[config.mk]
export PLATFORM = sky130hd
export DESIGN_NAME = sync_fifo_cfg
export DESIGN_NICKNAME = d
export VERILOG_FILES = /design/src/rtl/sync_fifo_cfg.sv
export SDC_FILE = /design/constraint.sdc
export NUM_CORES = 1
export LEC_CHECK = 0
export ABC_AREA = 0
export CAP_MARGIN = 5
export CORE_ASPECT_RATIO = 1.25
export CORE_MARGIN = 4
export CORE_UTILIZATION = 40
export DETAILED_ROUTE_END_ITERATION = 7
export PLACE_DENSITY = 0.69
export RECOVER_POWER = 100
export SLEW_MARGIN = 20
export SYNTH_ARGS = -nofsm -noshare
export SYNTH_HDL_FRONTEND = slang
export SYNTH_SLANG_ARGS = --single-unit
export TNS_END_PERCENT = 100
[constraint.sdc]
create_clock -name clk -period 2.4 [get_ports clk]
set_input_delay 0.36 -clock clk [delete_from_list [all_inputs] [get_ports clk]]
set_output_delay 0.36 -clock clk [all_outputs]
set_load 0.01 [all_outputs]
[src/rtl/sync_fifo_cfg.sv]
// sync_fifo_cfg: single-clock FIFO with standard or first-word-fall-through
// read, live almost-full/almost-empty thresholds, occupancy output and
// sticky overflow/underflow flags. Storage is an inferred RAM with a
// registered read port.
module sync_fifo_cfg #(
    parameter int DATA_WIDTH = 8,
    parameter int ADDR_WIDTH = 4,
    parameter int FWFT       = 0
) (
    input  logic                  clk,
    input  logic                  rst,
    input  logic                  wr_en,
    input  logic [DATA_WIDTH-1:0] wr_data,
    input  logic                  rd_en,
    output logic [DATA_WIDTH-1:0] rd_data,
    output logic                  rd_valid,
    output logic                  full,
    output logic                  empty,
    input  logic [ADDR_WIDTH:0]   af_thresh,
    input  logic [ADDR_WIDTH:0]   ae_thresh,
    output logic                  almost_full,
    output logic                  almost_empty,
    output logic [ADDR_WIDTH:0]   count,
    output logic                  overflow,
    output logic                  underflow,
    input  logic                  clr_err
);

    localparam int                DEPTH     = 2 ** ADDR_WIDTH;
    localparam logic [ADDR_WIDTH:0] DEPTH_CNT = (ADDR_WIDTH + 1)'(DEPTH);

    // Storage; contents are deliberately left unreset.
    logic [DATA_WIDTH-1:0] mem [DEPTH];

    logic [ADDR_WIDTH-1:0] wr_ptr_q, wr_ptr_d;
    logic [ADDR_WIDTH-1:0] rd_ptr_q, rd_ptr_d;
    logic [ADDR_WIDTH:0]   count_q, count_d;
    logic                  overflow_q, overflow_d;
    logic                  underflow_q, underflow_d;
    logic [DATA_WIDTH-1:0] rd_data_q, rd_data_d;

    logic full_w;
    logic empty_w;
    logic wr_accept;
    logic rd_accept;

    // Status flags decode straight from the count register.
    assign full_w       = (count_q == DEPTH_CNT);
    assign empty_w      = (count_q == '0);
    assign full         = full_w;
    assign empty        = empty_w;
    assign almost_full  = (count_q >= af_thresh);
    assign almost_empty = (count_q <= ae_thresh);
    assign count        = count_q;
    assign overflow     = overflow_q;
    assign underflow    = underflow_q;
    assign rd_data      = rd_data_q;

    // A request is only honoured when it cannot corrupt occupancy.
    assign wr_accept = wr_en && !full_w;
    assign rd_accept = rd_en && !empty_w;

    // Pointer and occupancy next-state.
    always_comb begin
        wr_ptr_d = wr_ptr_q;
        rd_ptr_d = rd_ptr_q;
        count_d  = count_q;
        if (wr_accept) begin
            wr_ptr_d = wr_ptr_q + ADDR_WIDTH'(1);
        end
        if (rd_accept) begin
            rd_ptr_d = rd_ptr_q + ADDR_WIDTH'(1);
        end
        case ({wr_accept, rd_accept})
            2'b10:   count_d = count_q + (ADDR_WIDTH + 1)'(1);
            2'b01:   count_d = count_q - (ADDR_WIDTH + 1)'(1);
            default: count_d = count_q;
        endcase
    end

    // Sticky error flags; a fresh error in the clearing cycle takes priority.
    always_comb begin
        overflow_d  = overflow_q;
        underflow_d = underflow_q;
        if (clr_err) begin
            overflow_d  = 1'b0;
            underflow_d = 1'b0;
        end
        if (wr_en && full_w) begin
            overflow_d = 1'b1;
        end
        if (rd_en && empty_w) begin
            underflow_d = 1'b1;
        end
    end

    // Control state registers.
    always_ff @(posedge clk or posedge rst) begin
        if (rst) begin
            wr_ptr_q    <= '0;
            rd_ptr_q    <= '0;
            count_q     <= '0;
            overflow_q  <= 1'b0;
            underflow_q <= 1'b0;
        end else begin
            wr_ptr_q    <= wr_ptr_d;
            rd_ptr_q    <= rd_ptr_d;
            count_q     <= count_d;
            overflow_q  <= overflow_d;
            underflow_q <= underflow_d;
        end
    end

    // RAM write port.
    always_ff @(posedge clk) begin
        if (wr_accept) begin
            mem[wr_ptr_q] <= wr_data;
        end
    end

    // Registered read port shared by both read modes.
    always_ff @(posedge clk or posedge rst) begin
        if (rst) begin
            rd_data_q <= '0;
        end else begin
            rd_data_q <= rd_data_d;
        end
    end

    generate
        if (FWFT == 0) begin : g_std
            logic rd_valid_q;
            logic rd_valid_d;

            // Standard mode: load the output only on an accepted read and
            // pulse rd_valid for the cycle the new word is visible.
            always_comb begin
                rd_data_d  = rd_data_q;
                rd_valid_d = rd_accept;
                if (rd_accept) begin
                    rd_data_d = mem[rd_ptr_q];
                end
            end

            // One-cycle data-valid pulse register.
            always_ff @(posedge clk or posedge rst) begin
                if (rst) begin
                    rd_valid_q <= 1'b0;
                end else begin
                    rd_valid_q <= rd_valid_d;
                end
            end

            assign rd_valid = rd_valid_q;
        end else begin : g_fwft
            // FWFT mode: the RAM is read every cycle at the head address the
            // pointer will hold after this edge, so a pop exposes the next
            // word with no bubble. When the word being written lands in that
            // head slot (empty FIFO, or single word popped while writing),
            // the RAM read would return stale data, so the write is bypassed.
            always_comb begin
                rd_data_d = mem[rd_ptr_d];
                if (wr_accept && (wr_ptr_q == rd_ptr_d)) begin
                    rd_data_d = wr_data;
                end
            end

            assign rd_valid = !empty_w;
        end
    endgenerate

endmodule
After elaboration in Yosys (flattened, before gate mapping). Memories as Yosys holds them, arrays and structs flattened. A register that Yosys moved wholly into a read port is not among the register bits. Index checks and enable logic that the tools add are counted. W data, S select, Z words.

Add/sub/neg operators: 4. Multiply operators: 0. Divide/modulo/power cells: 0. $lt $le $gt $ge: 2. Eq/ne operators: 3. Shift-type cells: 0. Multiplexer cells: 6. Bitwise logic cells: 0. Reduce and logical (&&, ||, !) cells: 10.

Operators with widths (count): $pmux W5 S2 (1); $add A4 B1 Y4 const B (2); $reduce_bool A2 Y1 (3); $add A5 B1 Y5 const B (1); $eq A5 B5 Y1 const B (1); $ge A5 B5 Y1 (1); $le A5 B5 Y1 (1); $logic_not A5 Y1 (1); $mux W1 (5); $sub A5 B1 Y5 const B (1); $logic_and A1 B1 Y1 (4); $eq A2 B1 Y1 const B (1); $eq A2 B2 Y1 const B (1); $logic_not A1 Y1 (2).

Register bits after elaboration: 16. Latch bits: 0. Bits in writable memories: 128. Memory bits (read-only): 0. Input port bits: 23. Output and inout port bits: 20. Word-level logic and storage cells: 32. Memories kept: 1.

Memories: mem (depth 16, bits a word 8, read ports 1, clocked after memory_dff 1, write ports 1, RTL line 33) `logic [DATA_WIDTH-1:0] mem [DEPTH];`.

Longest topological paths before layout. Gate-level depths: netlist of run 1.

Word-level depth: 5. Depth in mapped cells: 15. Gate-level depth less buffers: 12.

Worst setup path before layout of run 1. No wires, ideal clock.

Kind: reg-to-reg. From: register count_q[1] (netlist: count[1]). To: register count_q[4] (netlist: count[4]). Library setup time: 0.080 ns. Data arrival time: 2.676 ns. Data required time: 2.320 ns. Path slack: -0.356 ns. Cell stages (with the launch flop): 16. Buffers on the path: 3. Period minus slack after synthesis: 2.756 ns. Cells stage by stage: dfrtp_1 buf_6 nor4_2 nand2_1 and2_1 buf_2 inv_1 ha_1 buf_2 xor2_1 ha_1 a21boi_1 o221ai_1 and3_1 o21bai_1 xnor2_1.

Cells in the longest elaborated chain, start to end: 5. Elaborated cells between the ends (all ways): 12. Classes of those cells: add/sub: 2; eq/ne: 3; mux: 1; reduce/logical: 6.

RTL lines: start: declaration (RTL line 37) `logic [ADDR_WIDTH:0] count_q, count_d;`; start signal: assignment (RTL line 108) `count_q <= count_d;`; $eq A5 B5 Y1 / $logic_not A5 Y1 (equally long branches) (RTL line 48, 49); $logic_not A1 Y1, on equally long branches (RTL line 60, 61); $logic_and A1 B1 Y1, on equally long branches (RTL line 60, 61); $eq A2 B1 Y1 / $eq A2 B2 Y1 (equally long branches) (RTL line 74) `case ({wr_accept, rd_accept})`; $pmux W5 S2 / $reduce_bool A2 Y1 (equally long branches).

Parallel ways exist; a longest one is shown, timed or not. A chain may end at the register's enable or synchronous reset.

Worst setup path after layout of run 1.
From: register count_q[0] (netlist: count[0]). To: register count_q[4] (netlist: count[4]).

Cells in the longest elaborated chain, start to end: 5. Elaborated cells between the ends (all ways): 12. Classes of those cells: add/sub: 2; eq/ne: 3; mux: 1; reduce/logical: 6.

RTL lines: $logic_not A5 Y1 * (RTL line 49) `assign empty_w = (count_q == '0);`; $logic_not A1 Y1 * (RTL line 61) `assign rd_accept = rd_en && !empty_w;`; $logic_and A1 B1 Y1 * (RTL line 61); via g_std.rd_valid_d (RTL line 133) `logic rd_valid_d;`; $eq A2 B1 Y1 / $eq A2 B2 Y1 (equally long branches) (RTL line 74); $pmux W5 S2 / $reduce_bool A2 Y1 (equally long branches).

The timed path passes the listed nets; every way through them passes the cells marked *.

==> flow_metrics.py, run 1 <==
metrics = {
    "clocking": {
        "clkSlewWorstSetupHoldPaths_ns": 0.07,
        "cts_sinks": 152,
        "htree_levels": 4,
        "cts_buffers": 17,
        "clk_latency_ns": 0.42,
        "cts_tree": "built",
        "cts_buffer_depth": 2,
        "root_buffer": "clkbuf_16",
    },
    "worst_setup_path": {
        "worstSetupEndpoint": "count[4]",
        "path_buf_inv": 2,
        "r2r_cells": 13,
        "arrival_ns": 2.80,
        "path_cells": "buf_4 -> nor4_4 -> and2b_4 -> nand2b_4 -> inv_4 -> ha_4 -> xor2_1 -> ha_2 -> a21boi_2 -> o221ai_2 -> and3_1 -> o21bai_1 -> xnor2_1",
        "r2r-end": "count[4]",
        "required_ns": 2.73,
        "r2r-start": "count[0]",
        "critPathMaxFanout": 3,
        "max_stage_delay_ns": 0.38,
        "end_kind": "flip-flop",
        "start_kind": "flip-flop",
        "cp_top_family": "simple AND/OR/NAND/NOR gates",
        "path_class": "reg -> reg",
        "timing.reg2reg.setup_slack_ns": -0.07,
        "critPathSlowestCell": "dfrtp_1",
        "cp.depth": 13,
        "crit_start": "count[0]",
    },
    "placed_design": {
        "numPortBuffers": 42,
        "routabilityCongestion": 0.7667,
        "dpl_worst_slack_ns": -0.3253,
        "dpl-instance-area_sq_um": 7320,
        "hpwl_microns": 8141,
    },
    "timing": {
        "worst_slack_ns": -0.06903,
        "fmax_ghz": 0.4050,
        "setup_viol": 1,
        "final_hold_viol_count": 0,
        "worst_pin_slew_ns": 1.395,
        "slew_violations": 0,
        "finalCritPeriodShare_pct": 102.9,
        "fin_hold_ws_ns": 0.4876,
        "skew_ns": 0.01270,
        "rsz0062_at_grt": "yes",
        "period_minus_slack_ns": 2.469,
        "slew_headroom_pct": 7.027,
    },
    "grt": {
        "antenna_found_initial": 1,
        "grt_pass1_wl_microns": 20150,
        "grt_pass1_vias": 3583,
        "grt_start_max_net_pins": 34,
        "grt_use_total_pct": 14.97,
        "grt.overflow.total": 0,
    },
    "die": {
        "num_rows": 51,
        "die_h_microns": 149.7,
        "fp.dieW_microns": 121.3,
        "ios": 43,
        "core-area_sq_um": 15700,
        "die_area_sq_um": 18160,
        "initial_utilization_pct": 40.92,
    },
    "power_and_ir_drop": {
        "clkPwrFrac_pct": 27.9,
        "pwr-share-seq_pct": 38.7,
        "power.switching_w": 0.002910,
        "p_total_w": 0.009148,
        "pwr_density_cell_nw_per_um2": 1164,
        "p_sw_share_pct": 31.81,
        "internal_power_w": 0.006238,
        "share_comb_of_total_power_pct": 33.4,
        "leakagePower_nw": 2.810,
        "peakVddDrop_mv": 0.4322,
    },
    "yosys": {
        "syn_area_per_cell_sq_um": 18.20,
        "synth_top_family_by_area": "multiplexers",
        "async_flop_share_pct": 15.79,
        "syn_area_sq_um": 6424,
        "synth.distinct_cells": 41,
        "yosys.area_share.simple_pct": 4.597,
        "synth_compound_area_share_pct": 3.857,
        "synthFlopType": "edfxtp_1",
        "synthMuxAreaShare_pct": 13.89,
        "synth-xor-area-share_pct": 1.500,
        "synth_adder_area_share_pct": 3.701,
        "synth-seq-area-share_pct": 69.19,
        "syn_nets": 395,
        "syn-instance-count": 353,
        "synth_edf_count": 128,
        "ys.warnings.count": 0,
        "synth_seq_cells": 152,
    },
    "detailed_routing": {
        "drt.antenna.violating_nets": 0,
        "finalWirelength_microns": 12560,
        "vias": 3322,
        "drcViolationCount": 0,
        "viasPerCell": 5.003,
        "drt-initial-drc-count": 227,
        "drt-wirelength-per-cell_microns": 18.92,
        "drt_pass1_iterations": 4,
    },
    "run_status": {
        "violations": "setup timing",
        "status": "complete, but fails checks",
    },
    "worst_hold_path": {
        "hold_class": "reg -> reg",
    },
    "final_layout": {
        "nNetsFinal": 480,
        "final_area_sq_um": 7863,
        "area_growth_pct": 22.40,
        "layout-drive-gt1-share_pct": 25.50,
        "fill_cells": 1311,
    },
    "job": {
        "drv_cap": 0,
    },
}
==> power groups by stage <==
stage / clock network (W) / logic, W / registers [W]
2_1_floorplan: 0 / 0.00209 / 0.00357
3_3_place_gp: 0 / 0.00305 / 0.00359
3_5_place_dp: 0 / 0.00313 / 0.00361
4_1_cts: 0.00259 / 0.00320 / 0.00355
5_1_grt: 0.00272 / 0.00335 / 0.00359
6_report: 0.00255 / 0.00306 / 0.00354
==> placed cells by master, fill, tap and decap left out, drive strengths merged, types with 2 or more instances in the layout <==
master,netlist,layout
edfxtp,128,128
dlygate4sd3,0,24
dlygate4sd2,0,2
buf,15,26
mux4,32,32
o21a,2,2
clkdlybuf4s50,0,14
nor2b,2,2
nor2,14,14
clkbuf,2,34
nor3,4,4
clkinv,0,3
a21oi,5,5
o221ai,9,9
a22o,2,2
xor2,2,2
nand4,3,3
mux2i,16,16
inv,19,30
dfrtp,24,24
o21ai,5,5
ha,19,19
nand2,24,24
xnor2,9,9
nand2b,6,6
==> worst min-delay path by stage <==
stage / start / slack (ns) / cells past startpoint / to
3_5_place_dp: rd_data[0] / 0.48 / 2 / rd_data[0]
4_1_cts: rst / 0.31 / 3 / underflow
2_1_floorplan: rst / 0.37 / 1 / count[0]
6_report: rd_data[0] / 0.49 / 2 / rd_data[0]
5_1_grt: overflow / 0.52 / 1 / overflow
3_3_place_gp: rd_data[6] / 0.48 / 2 / rd_data[6]
==> cell type report <==
type                            count  area [sq um]  area share, %
Multi-Input combinational cell    165          1804          22.95
Clock buffer                       17         425.4          5.411
Sequential cell                   152          4448          56.57
Tap cell                          212         265.3          3.374
Timing Repair Buffer               83         690.7          8.784
Antenna cell                        1         2.502        0.03183
Clock inverter                     15         152.6          1.941
Inverter                           19         73.82         0.9389
==> flip-flops by register name, indices dropped and copies added, names as in the netlist <==
signal,count
overflow,1
rd_data,8
wr_ptr_q,4
rd_ptr_q,4
count,5
underflow,1
mem,128
rd_valid,1
==> per-stage QoR <==
stage	std cells	TNS (ns)	util (%)
after floorplan	353	-0.1671	-
after global placement	627	-0.4012	46.63
after detailed placement	627	-0.5245	46.63
after CTS	662	-0.08819	50.50
after global routing	664	-0.3002	50.09
final	664	-0.06903	50.09
==> worst reg2reg max path, cell delays in order (launching register included) <==
cell	delay [ns]
dfrtp_1	0.38
buf_4	0.14
nor4_4	0.26
and2b_4	0.20
nand2b_4	0.13
inv_4	0.04
ha_4	0.15
xor2_1	0.14
ha_2	0.21
a21boi_2	0.17
o221ai_2	0.12
and3_1	0.15
o21bai_1	0.17
xnor2_1	0.14
==> logic make-up after synthesis <==
logic type | after synthesis
flops | 152
compound gates | 28
xor+xnor | 11
fa+ha+maj | 19
mux | 49
simple gates | 58
buf+inv | 36
==> cell usage after synthesis (2+ instances only) <==
cell type	number	area share, %
buf_6	4	0.70
a21oi_1	5	0.39
mux4_2	32	11
o21ai_1	3	0.23
nor2b_1	2	0.19
nand4_1	3	0.29
o21a_1	2	0.23
xor2_1	2	0.27
nand2_1	22	1.3
mux2i_1	16	2.5
nor2_1	14	0.82
nor3_1	4	0.31
o221ai_2	8	1.9
nand2b_4	2	0.43
buf_12	2	0.62
inv_1	18	1.1
nand2b_1	4	0.39
nand2_2	2	0.19
xnor2_1	9	1.2
buf_1	2	0.12
buf_2	7	0.55
dfrtp_1	24	9.3
ha_1	19	3.7
a22o_1	2	0.27
edfxtp_1	128	60
o21ai_0	2	0.16
==> metal layers <==
layer	part of all wire (%)	track usage [%]	vias up
met4	0.62	4.989	0
met2	55	26.42	93
met1	40	18.52	1684
met5	0	0	-
li1	-	-	1541
met3	4.5	2.798	4
==> what timing repair did <==
item,CTS,global route
buffers inserted,3,1
pin swaps,1,1
gates resized for setup,15,6
hold buffers,0,0
setup endpoints to repair,3,5
No activity file was read; power rests on OpenSTA's default activity.
==> run 2, diff against run 1 <==
- PLACE_DENSITY: 0.69 -> 0.67
- clock period: 2.4 -> 2.3 ns (I/O delays scaled with it)
==> flow_metrics.py, run 2 (synthesis gave the netlist of run 1 again) <==
metrics = {
    "run_status": {
        "status": "complete, but fails checks",
        "violations": "setup timing",
    },
    "die": {
        "fp.dieW_microns": 121.3,
        "core-area_sq_um": 15700,
        "die_area_sq_um": 18160,
        "initial_utilization_pct": 40.92,
        "ios": 43,
        "die_h_microns": 149.7,
        "num_rows": 51,
    },
    "clocking": {
        "cts_buffers": 17,
        "cts_buffer_depth": 2,
        "cts.hold.buffers_added": 0,
        "htree_levels": 4,
        "root_buffer": "clkbuf_16",
        "clkSlewWorstSetupHoldPaths_ns": 0.06,
        "cts_sinks": 152,
        "cts_tree": "built",
        "clk_latency_ns": 0.41,
    },
    "worst_setup_path": {
        "required_ns": 2.63,
        "end_kind": "flip-flop",
        "path_cells": "nor4_4 -> and2b_4 -> nand2b_4 -> inv_4 -> ha_4 -> xor2_2 -> ha_2 -> a21boi_2 -> o221ai_2 -> and3_1 -> o21bai_1 -> xnor2_1",
        "critPathMaxFanout": 3,
        "arrival_ns": 2.80,
        "start_kind": "flip-flop",
        "critPathSlowestCell": "dfrtp_2",
        "max_stage_delay_ns": 0.42,
        "path_class": "reg -> reg",
    },
    "power_and_ir_drop": {
        "leakagePower_nw": 2.863,
        "peakVddDrop_mv": 0.6501,
        "pwr_density_cell_nw_per_um2": 1217,
        "p_total_w": 0.009712,
    },
    "timing": {
        "fin_hold_ws_ns": 0.4969,
        "rsz0062_at_grt": "yes",
        "finalCritPeriodShare_pct": 107.1,
        "slew_headroom_pct": 3.867,
        "setup_viol": 3,
        "worst_pin_slew_ns": 1.442,
        "worst_slack_ns": -0.1638,
        "slew_violations": 0,
        "final_hold_viol_count": 0,
        "period_minus_slack_ns": 2.464,
        "fmax_ghz": 0.4059,
        "skew_ns": 0.006584,
    },
    "grt": {
        "grt_start_max_net_pins": 35,
        "grt_use_total_pct": 14.60,
        "grt_use_met2_pct": 25.34,
        "grt_busiest_layer": "met2",
        "grt_util_met1_pct": 18.00,
        "grt_pass1_vias": 3563,
        "antenna_found_initial": 0,
        "globalRouteMet3Util_pct": 3.516,
        "grt.overflow.total": 0,
        "grt_pass1_wl_microns": 19600,
    },
    "detailed_routing": {
        "drcViolationCount": 0,
        "drt-initial-drc-count": 176,
        "drt_pass1_iterations": 4,
        "finalWirelength_microns": 12320,
        "drt-wirelength-per-cell_microns": 18.55,
        "viasPerCell": 5.071,
        "drt.antenna.violating_nets": 0,
        "vias": 3367,
    },
    "final_layout": {
        "nNetsFinal": 481,
        "utilization_pct": 50.84,
        "final_common_cell": "edfxtp_1",
        "layout-drive-gt1-share_pct": 30.97,
        "area_growth_pct": 24.23,
        "num_antenna_cells": 0,
        "largest_register_ffs": 128,
        "most-common-layout-cells": "edfxtp_1, buf_4, mux4_2, clkdlybuf4s50_1, nand2_1",
        "final_area_sq_um": 7980,
        "top_register": "mem",
    },
    "placed_design": {
        "dpl-instance-area_sq_um": 7277,
        "dpl_worst_slack_ns": -0.4644,
        "routabilityCongestion": 0.7450,
        "hpwl_microns": 7990,
        "numPortBuffers": 42,
    },
    "worst_hold_path": {
        "hold_class": "reg -> reg",
    },
    "job": {
        "drv_cap": 0,
    },
}
[run 2: where the power goes]
group | total [W] | switching (W) | internal [W]
registers | 0.00366 | 0.000229 | 0.00343
clock network | 0.00268 | 0.00108 | 0.00161
logic | 0.00337 | 0.00163 | 0.00173
[run 2: path summary, 6_finish.rpt]
check,start,to,slack (ns),cells past startpoint
min,rd_data[6],rd_data[6],0.50,2
min in group asynchronous,rst,overflow,0.85,3
min reg2reg,rd_data[6],rd_data[6],0.50,2
max reg2reg,count[3],count[4],-0.16,12
max,count[3],count[4],-0.16,12
max in group asynchronous,rst,rd_ptr_q[2],0.50,3
[run 2: layer usage]
| layer | up-vias | share of wire [%] | wire length (microns) |
|---|---|---|---|
| li1 | 1547 | - | - |
| met4 | 0 | 0.89 | 110 |
| met5 | - | 0 | 0 |
| met1 | 1730 | 39 | 4847 |
| met2 | 79 | 54 | 6709 |
| met3 | 11 | 5.3 | 647 |
[run 2: worst max-delay path, delay by kind of cell, from the launching register on]
family	cells	cell delay [ns]
simple gates	4	0.84
compound gates	3	0.47
flops	1	0.42
fa+ha+maj	2	0.36
xor+xnor	2	0.27
buf+inv	1	0.04
[run 2: layout make-up]
cell class / instances / area, sq um
Inverter: 19 / 73.82
Multi-Input combinational cell: 165 / 1857
Fill cell: 1282 / 7717
Clock buffer: 19 / 432.9
Clock inverter: 13 / 142.6
Timing Repair Buffer: 84 / 759.5
Sequential cell: 152 / 4449
Tap cell: 212 / 265.3
[run 2: per-stage QoR]
stage	TNS [ns]	cells
2_1_floorplan	-0.2854	353
3_3_place_gp	-0.5790	623
3_5_place_dp	-0.7464	623
4_1_cts	-0.1796	658
5_1_grt	-0.6628	664
6_report	-0.1924	664
[run 2: timing repair]
action                     in CTS  in global routing
buffers inserted                3                  6
gates resized for setup        17                 12
setup endpoints to repair       5                  4
pin swaps                       7                  9
==> run 3, diff against run 2 <==
- CORE_UTILIZATION: 40 -> 30
- PLACE_DENSITY: 0.67 -> 0.55
==> flow_metrics.py, run 3 (synthesis gave the netlist of run 1 again) <==
metrics = {
    "detailed_routing": {
        "viasPerCell": 4.563,
        "drt-wirelength-per-cell_microns": 17.22,
        "vias": 3313,
        "drt-initial-drc-count": 268,
        "drt.antenna.violating_nets": 0,
        "finalWirelength_microns": 12500,
        "drcViolationCount": 0,
        "drt_pass1_iterations": 4,
    },
    "grt": {
        "grt_pass1_vias": 3447,
        "grt_pass1_wl_microns": 19820,
        "grt.overflow.total": 0,
        "antenna_found_initial": 0,
        "grt_start_max_net_pins": 35,
        "grt_use_total_pct": 10.92,
    },
    "timing": {
        "slew_violations": 0,
        "rsz0062_at_grt": "yes",
        "setup_viol": 1,
        "skew_ns": 0.009421,
        "worst_slack_ns": -0.1348,
        "worst_pin_slew_ns": 1.368,
        "final_hold_viol_count": 0,
        "period_minus_slack_ns": 2.435,
        "fmax_ghz": 0.4107,
        "fin_setup_tns_ns": -0.1348,
        "finalCritPeriodShare_pct": 105.9,
        "slew_headroom_pct": 8.783,
    },
    "die": {
        "die_h_microns": 171.6,
        "core-area_sq_um": 20970,
        "ios": 43,
        "fp.dieW_microns": 138.9,
        "num_rows": 59,
        "die_area_sq_um": 23830,
        "initial_utilization_pct": 30.64,
    },
    "power_and_ir_drop": {
        "leakagePower_nw": 2.874,
        "peakVddDrop_mv": 1.140,
        "pwr_density_cell_nw_per_um2": 1208,
        "p_total_w": 0.009725,
    },
    "clocking": {
        "cts_sinks": 152,
        "cts_tree": "built",
        "cts_buffer_depth": 2,
        "htree_levels": 4,
        "clkSlewWorstSetupHoldPaths_ns": 0.06,
        "cts.hold.buffers_added": 0,
        "root_buffer": "clkbuf_16",
        "cts_buffers": 17,
        "clk_latency_ns": 0.41,
    },
    "final_layout": {
        "layout-drive-gt1-share_pct": 30.53,
        "most-common-layout-cells": "edfxtp_1, buf_4, mux4_2, clkdlybuf4s50_1, nand2_1",
        "nNetsFinal": 481,
        "final_common_cell": "edfxtp_1",
        "num_antenna_cells": 0,
        "top_register": "mem",
        "largest_register_ffs": 128,
        "utilization_pct": 38.41,
        "area_growth_pct": 25.36,
    },
    "worst_hold_path": {
        "hold_class": "reg -> reg",
    },
    "run_status": {
        "violations": "setup timing",
        "status": "complete, but fails checks",
    },
    "worst_setup_path": {
        "max_stage_delay_ns": 0.42,
        "path_cells": "nor4_4 -> and2b_4 -> nand2b_4 -> inv_4 -> ha_4 -> xor2_1 -> ha_2 -> a21boi_2 -> o221ai_2 -> and3_1 -> o21bai_1 -> xnor2_1",
        "start_kind": "flip-flop",
        "end_kind": "flip-flop",
        "path_class": "reg -> reg",
        "critPathSlowestCell": "dfrtp_2",
        "arrival_ns": 2.77,
        "required_ns": 2.63,
        "critPathMaxFanout": 3,
    },
    "placed_design": {
        "numPortBuffers": 42,
        "routabilityCongestion": 0.7423,
        "hpwl_microns": 8200,
        "dpl_worst_slack_ns": -0.4025,
    },
    "job": {
        "drv_cap": 0,
    },
}
-- run 3: path summary, 6_finish.rpt --
check / from / to / slack, ns / cells after the start
max: count[3] / count[4] / -0.13 / 12
min: rd_data[2] / rd_data[2] / 0.50 / 2
max reg2reg: count[3] / count[4] / -0.13 / 12
min reg2reg: rd_data[2] / rd_data[2] / 0.50 / 2
max in group asynchronous: rst / rd_ptr_q[2] / 0.56 / 3
min in group asynchronous: rst / count[1] / 0.83 / 3
-- run 3: area by class of cell --
cell class | count | area, sq um
clock buffers | 18 | 439.2
clock inverters | 14 | 153.9
fillers | 1924 | 12910
inverters | 19 | 78.83
multi-input cells | 165 | 1837
flip-flops and latches | 152 | 4449
well taps | 274 | 342.8
repair buffers | 84 | 752.0
-- run 3: repair_timing --
item / CTS / global route
pin swaps: 8 / 6
gates resized for setup: 17 / 7
buffers inserted: 3 / 4
endpoints found under the setup margin: 5 / 5
-- run 3: where the power goes --
part | switching [W] | internal, W
logic | 0.00163 | 0.00170
registers | 0.000221 | 0.00343
clock network | 0.00117 | 0.00157
total | 0.00302 | 0.00670
-- run 3: routing by layer --
metal | global-route usage [%] | wire length (microns)
met4 | 3.574 | 120
met1 | 14.06 | 5518
met3 | 2.503 | 516
met2 | 18.43 | 6349
met5 | 0 | 0
-- run 3: critical path, delay by kind of cell, from the launching register on --
family	cells	cell delay, ns
AOI/OAI and AO/OA	3	0.43
xor gates and xnor gates	2	0.29
buffers and inverters	1	0.04
DFF	1	0.42
and+or+nand+nor	4	0.82
adders and majority gates	2	0.37
-- run 3: stage by stage --
stage	std cells	hold WS (ns)	instance area, sq um
2_1_floorplan	353	0.3595	6466
3_3_place_gp	687	0.4852	7370
3_5_place_dp	687	0.4801	7370
4_1_cts	722	0.2960	7986
5_1_grt	726	0.5334	8053
6_report	726	0.4982	8053
